File: src/rtl/hazard_stall_controller.sv
// Pipeline sequencing: stalls, bubbles and flushes for the 5-stage core.
// Define HAZARD_PERF_EN to build the saturating performance counters.
module hazard_stall_controller #(
  parameter int MDU_MAX_CYCLES = 64,
  parameter int CNT_W          = 8
) (
  input  logic        clk,
  input  logic        rst,
  input  logic [4:0]  rs1_id,
  input  logic [4:0]  rs2_id,
  input  logic        rs1_used_id,
  input  logic        rs2_used_id,
  input  logic [4:0]  rd_ex,
  input  logic        mem_read_ex,
  input  logic        branch_taken_ex,
  input  logic        mdu_start_ex,
  input  logic        mdu_done,
  input  logic        dmem_req_mem,
  input  logic        dmem_ready,
  output logic        pc_write,
  output logic        if_id_write,
  output logic        if_id_flush,
  output logic        id_ex_write,
  output logic        id_ex_bubble,
  output logic        ex_mem_write,
  output logic        ex_mem_bubble,
  output logic        mem_wb_write,
  output logic        mdu_timeout,
  output logic [1:0]  state_o,
  output logic [31:0] perf_load_stalls,
  output logic [31:0] perf_mdu_stalls,
  output logic [31:0] perf_mem_stalls,
  output logic [31:0] perf_flushes
);

  typedef enum logic [1:0] {
    RUN      = 2'd0,
    MEM_WAIT = 2'd1,
    MDU_BUSY = 2'd2
  } state_t;

  localparam logic [CNT_W-1:0] CNT_LAST = CNT_W'(MDU_MAX_CYCLES - 1);

  state_t           state_q, state_d;
  logic [CNT_W-1:0] cnt_q, cnt_d;
  logic             load_use;
  logic             hold;

  assign load_use = mem_read_ex && (rd_ex != 5'd0) &&
                    ((rs1_used_id && (rs1_id == rd_ex)) ||
                     (rs2_used_id && (rs2_id == rd_ex)));

  assign state_o = state_q;

  always_ff @(posedge clk or posedge rst) begin
    if (rst) begin
      state_q <= RUN;
      cnt_q   <= '0;
    end else begin
      state_q <= state_d;
      cnt_q   <= cnt_d;
    end
  end

  always_comb begin
    pc_write      = 1'b1;
    if_id_write   = 1'b1;
    if_id_flush   = 1'b0;
    id_ex_write   = 1'b1;
    id_ex_bubble  = 1'b0;
    ex_mem_write  = 1'b1;
    ex_mem_bubble = 1'b0;
    mem_wb_write  = 1'b1;
    mdu_timeout   = 1'b0;
    state_d       = state_q;
    cnt_d         = cnt_q;
    hold          = rst;
    case (state_q)
      RUN: begin
        if (dmem_req_mem && !dmem_ready) begin
          pc_write     = 1'b0;
          if_id_write  = 1'b0;
          id_ex_write  = 1'b0;
          ex_mem_write = 1'b0;
          mem_wb_write = 1'b0;
          state_d      = MEM_WAIT;
        end else if (mdu_start_ex && !mdu_done) begin
          pc_write      = 1'b0;
          if_id_write   = 1'b0;
          id_ex_write   = 1'b0;
          ex_mem_bubble = 1'b1;
          state_d       = MDU_BUSY;
          cnt_d         = '0;
        end else if (branch_taken_ex) begin
          if_id_flush  = 1'b1;
          id_ex_bubble = 1'b1;
        end else if (load_use) begin
          pc_write     = 1'b0;
          if_id_write  = 1'b0;
          id_ex_bubble = 1'b1;
        end
      end
      MEM_WAIT: begin
        if (!dmem_ready) begin
          pc_write     = 1'b0;
          if_id_write  = 1'b0;
          id_ex_write  = 1'b0;
          ex_mem_write = 1'b0;
          mem_wb_write = 1'b0;
        end else begin
          state_d = RUN;
        end
      end
      MDU_BUSY: begin
        if (mdu_done) begin
          state_d = RUN;
          cnt_d   = '0;
        end else if (cnt_q == CNT_LAST) begin
          mdu_timeout = 1'b1;
          state_d     = RUN;
          cnt_d       = '0;
        end else begin
          pc_write      = 1'b0;
          if_id_write   = 1'b0;
          id_ex_write   = 1'b0;
          ex_mem_bubble = 1'b1;
          cnt_d         = cnt_q + 1'b1;
        end
      end
      default: begin
        hold    = 1'b1;
        state_d = RUN;
        cnt_d   = '0;
      end
    endcase
    // Reset and corrupt state both present a frozen pipe with NOP in EX
    if (hold) begin
      pc_write      = 1'b0;
      if_id_write   = 1'b0;
      if_id_flush   = 1'b0;
      id_ex_write   = 1'b0;
      id_ex_bubble  = 1'b1;
      ex_mem_write  = 1'b0;
      ex_mem_bubble = 1'b0;
      mem_wb_write  = 1'b0;
      mdu_timeout   = 1'b0;
    end
  end

`ifdef HAZARD_PERF_EN
  logic ld_inc, mdu_inc, mem_inc, fl_inc;

  // Only a load-use stall bubbles ID/EX while still loading it unflushed
  assign ld_inc  = id_ex_bubble && id_ex_write && !if_id_flush;
  assign mdu_inc = ex_mem_bubble;
  assign mem_inc = !mem_wb_write && !id_ex_bubble;
  assign fl_inc  = if_id_flush;

  always_ff @(posedge clk or posedge rst) begin
    if (rst) begin
      perf_load_stalls <= '0;
      perf_mdu_stalls  <= '0;
      perf_mem_stalls  <= '0;
      perf_flushes     <= '0;
    end else begin
      if (ld_inc && (perf_load_stalls != '1))
        perf_load_stalls <= perf_load_stalls + 1'b1;
      if (mdu_inc && (perf_mdu_stalls != '1))
        perf_mdu_stalls <= perf_mdu_stalls + 1'b1;
      if (mem_inc && (perf_mem_stalls != '1))
        perf_mem_stalls <= perf_mem_stalls + 1'b1;
      if (fl_inc && (perf_flushes != '1))
        perf_flushes <= perf_flushes + 1'b1;
    end
  end
`else
  assign perf_load_stalls = '0;
  assign perf_mdu_stalls  = '0;
  assign perf_mem_stalls  = '0;
  assign perf_flushes     = '0;
`endif

endmodule

File: config.mk
export PLATFORM = sky130hd
export DESIGN_NAME = hazard_stall_controller
export DESIGN_NICKNAME = d
export VERILOG_FILES = /design/src/rtl/hazard_stall_controller.sv
export SDC_FILE = /design/constraint.sdc
export NUM_CORES = 1
export LEC_CHECK = 0
export BUFFER_PORTS_ARGS = -buffer_cell sky130_fd_sc_hd__buf_2
export CORE_MARGIN = 2
export CORE_UTILIZATION = 35
export CTS_BUF_LIST = sky130_fd_sc_hd__clkbuf_16
export DETAILED_ROUTE_END_ITERATION = 6
export GPL_TIMING_DRIVEN = 1
export PLACE_DENSITY = 0.79
export SYNTH_ARGS = -nofsm -noshare
export SYNTH_HDL_FRONTEND = slang
export SYNTH_SLANG_ARGS = --single-unit
File: constraint.sdc
create_clock -name clk -period 2.2 [get_ports clk]
set_input_delay 0.44 -clock clk [delete_from_list [all_inputs] [get_ports clk]]
set_output_delay 0.44 -clock clk [all_outputs]
set_load 0.1 [all_outputs]
==> flow_summary.toml <==
[clock_network]
cts_root_buf = "clkbuf_16"
cts_tree = "yes"
numCtsBuffers = 3
clock-sinks = 10
clk_pin_slew_ps = 40
cts_htree_levels = 1
clock_latency_ps = 240
clock_path_buffers = 2

[power_and_ir_drop]
sw_frac_of_total = 0.686
p_per_area_nw_per_um2 = 929
switchingPower_mw = 1.30
power.internal_mw = 0.594
finalPower_mw = 1.89
pwr-share-comb = 0.715
pwr-share-seq = 0.113
power.leakage_nw = 1.06
p_clk_frac = 0.171
vdd_drop_max_mv = 0.597

[critical_path]
max_stage_delay_ps = 470
crit_family = "simple AND/OR/NAND/NOR gates"
endpoint_kind = "primary output"
crit_type = "reg2out"
r2r-end = "cnt_q[7]"
worst_path_max_delay_cell = "or4_4"
crit_cells = 6
crit_required_ps = 1760
cp-start-kind = "flop"
worst-path-max-fanout = 3
worst-r2r-cell-count = 7
crit_chain = "ha_4 -> nand3_4 -> or4_4 -> buf_6 -> nor3_4 -> buf_12"
crit_arrival_ps = 1860
r2r_start = "cnt_q[0]"
crit_buf_inv = 2
rrSetupSlack_ps = 410

[yosys]
syn_area_sq_um = 1800
synth_xor_area_frac = 0.0487
synthCells = 227
ys_types = 39
ys.flop_type = "dfrtp_1"
synth_fa_ha_area_frac = 0.00696
synthTopCellsByCount = "131 x buf_4, 10 x dfrtp_1, 10 x nand2_1"
yosysMostFrequentCell = "buf_4"
ys_warn_count = 0
async_reset_ff_frac = 1.00
ys_top_cells_by_area = "buf_4 55%, dfrtp_1 14%, xor2_1 3.9%, nand2_1 2.1%, o21ai_0 1.9%"
synth_edf_count = 0
synth-seq-cells = 10
synth_seq_area_share = 0.139
synth_top_family_by_area = "buffers and inverters"
synthMuxAreaShare = 0
synth_compound_area_frac = 0.103
syn_avg_cell_area_sq_um = 7.92
synthSimpleGateAreaFrac = 0.141
synth_top_area_frac = 0.547
synth_top_cell_by_area = "buf_4"

[finish]
multiInputGateArea_sq_um = 1150
utilization = 0.403
fin_cells = 346
diodes = 0
layout.nets = 303
ff_latch_area_sq_um = 255
drive_gt1_frac = 0.286
fill_cells = 508
area_delta_synth_final_pct = 13.1

[detailed_routing]
wl_um = 2970
routed.top_layer = "met4"
wl_per_cell_um = 8.59
wl_met2_um = 1510
firstDrtPassIters = 4
vias = 1243
drcViolationCount = 0
avgViaCountPerCell = 3.59
wl_met1_um = 1080
dr_wl_met3_um = 326
ant_nets = 0
drt-initial-drc-count = 80

[sta]
setup_viol = 4
setup_tns_ps = -105
finalClockSkew_ps = 3.93
fin_ws_ps = -95.6
fmax_mhz = 436
finalHoldViolations = 0
drv_slew = 0
finalCriticalPeriod_ps = 2300
rsz0062_at_grt = "true"
fin_crit_sh = 1.04

[placed_design]
post-place-cells = 336
routabilityCongestion = 0.803
portBuffers = 35
dpl.hpwl_um = 2400

[floorplanning]
dieArea_sq_um = 5730
io_pins = 164
die_y_um = 75.7
die_x_um = 75.7
core_sq_um = 5040
rows = 26
initial_core_util = 0.357

[global_route]
overflow = 0
grt_pass1_wl_um = 3920
grt_use_total = 0.0910
grt_max_degree = 13
grt_pass1_vias = 900
antenna_found_initial = 0

[status]
status = "finished with violations"
violations = "negative setup slack"

[min_path]
hold_class = "in2async"

[flow_run]
drv_cap = 0
[kinds of logic (layout without fill, tap and decap cells)]
logic type,Yosys count,in the layout
AO/OA/AOI/OAI,27,27
flip-flops,10,10
XOR/XNOR,10,10
buffers and inverters,135,57
AND/OR/NAND/NOR,43,43
other,1,128
adder cells (fa/ha/maj),1,1
[placed cells by master (no fill, tap or decap), types with 2 or more instances in the layout]
master / Yosys / layout
nor3_1: 3 / 2
or4_4: 1 / 2
buf_12: 0 / 9
xnor2_1: 2 / 2
o21ai_0: 7 / 7
clkbuf_16: 0 / 3
dfrtp_1: 10 / 8
nor2_1: 5 / 2
conb_1: 1 / 128
and2_0: 2 / 2
nor4_2: 0 / 2
nand2b_1: 4 / 4
o31ai_1: 3 / 2
a21oi_1: 5 / 5
nand3_1: 3 / 3
inv_1: 3 / 3
buf_2: 0 / 23
buf_6: 1 / 4
xor2_1: 8 / 7
nor2_4: 1 / 4
buf_4: 131 / 14
nand2_1: 10 / 9
[layer usage]
| metal | up-vias | global-route usage |
|---|---|---|
| li1 | 586 | - |
| met1 | 558 | 0.118 |
| met2 | 95 | 0.139 |
| met3 | 4 | 0.0238 |
| met4 | 0 | 0.0468 |
| met5 | - | 0 |
[cell type report]
cell class              instances  share of cell area
inverters                       3             0.00554
well taps                      70              0.0431
repair buffers                 50               0.219
clock buffers                   3              0.0369
clock inverters                 1             0.00185
flip-flops and latches         10               0.126
multi-input cells             209               0.568
[power groups by stage]
stage | logic (mW) | registers [mW] | clock network, mW
6_report | 1.35 | 0.214 | 0.324
5_1_grt | 1.39 | 0.216 | 0.343
4_1_cts | 1.33 | 0.211 | 0.331
3_5_place_dp | 1.31 | 0.212 | 0
3_3_place_gp | 1.30 | 0.211 | 0
2_1_floorplan | 1.36 | 0.235 | 0
[metrics by stage]
stage	setup slack, ps	instance area [sq um]	hold WS (ps)
after floorplan	-245	2370	296
after global placement	-35.7	1800	494
after detailed placement	-67.8	1800	498
after CTS	-141	1960	263
after global routing	-151	2030	297
final	-95.6	2030	264
[registers in the layout, indices dropped and copies added (netlist names)]
signal	flops
cnt_q	8
state_o	2
[worst register-to-register path: stages, from the launching register on]
cell,delay [ps]
dfrtp_1,390
ha_4,170
nand3_4,90
or4_4,470
buf_6,150
buf_4,130
a21oi_2,180
nor4bb_1,80
[worst max path at each step]
stage	from	slack, ps	to
2_1_floorplan	state_o[0]	-250	mdu_timeout
3_3_place_gp	rd_ex[1]	-40	if_id_write
3_5_place_dp	rd_ex[2]	-70	id_ex_bubble
4_1_cts	cnt_q[1]	-140	mdu_timeout
5_1_grt	cnt_q[0]	-150	mdu_timeout
6_report	cnt_q[0]	-100	mdu_timeout
[timing repair]
action / CTS / global route
gates resized for setup: 10 / 10
buffers inserted: 5 / 2
hold buffers: 0 / 0
pin swaps: 10 / 7
setup endpoints to repair: 6 / 6
No activity file was read; power rests on OpenSTA's default activity.
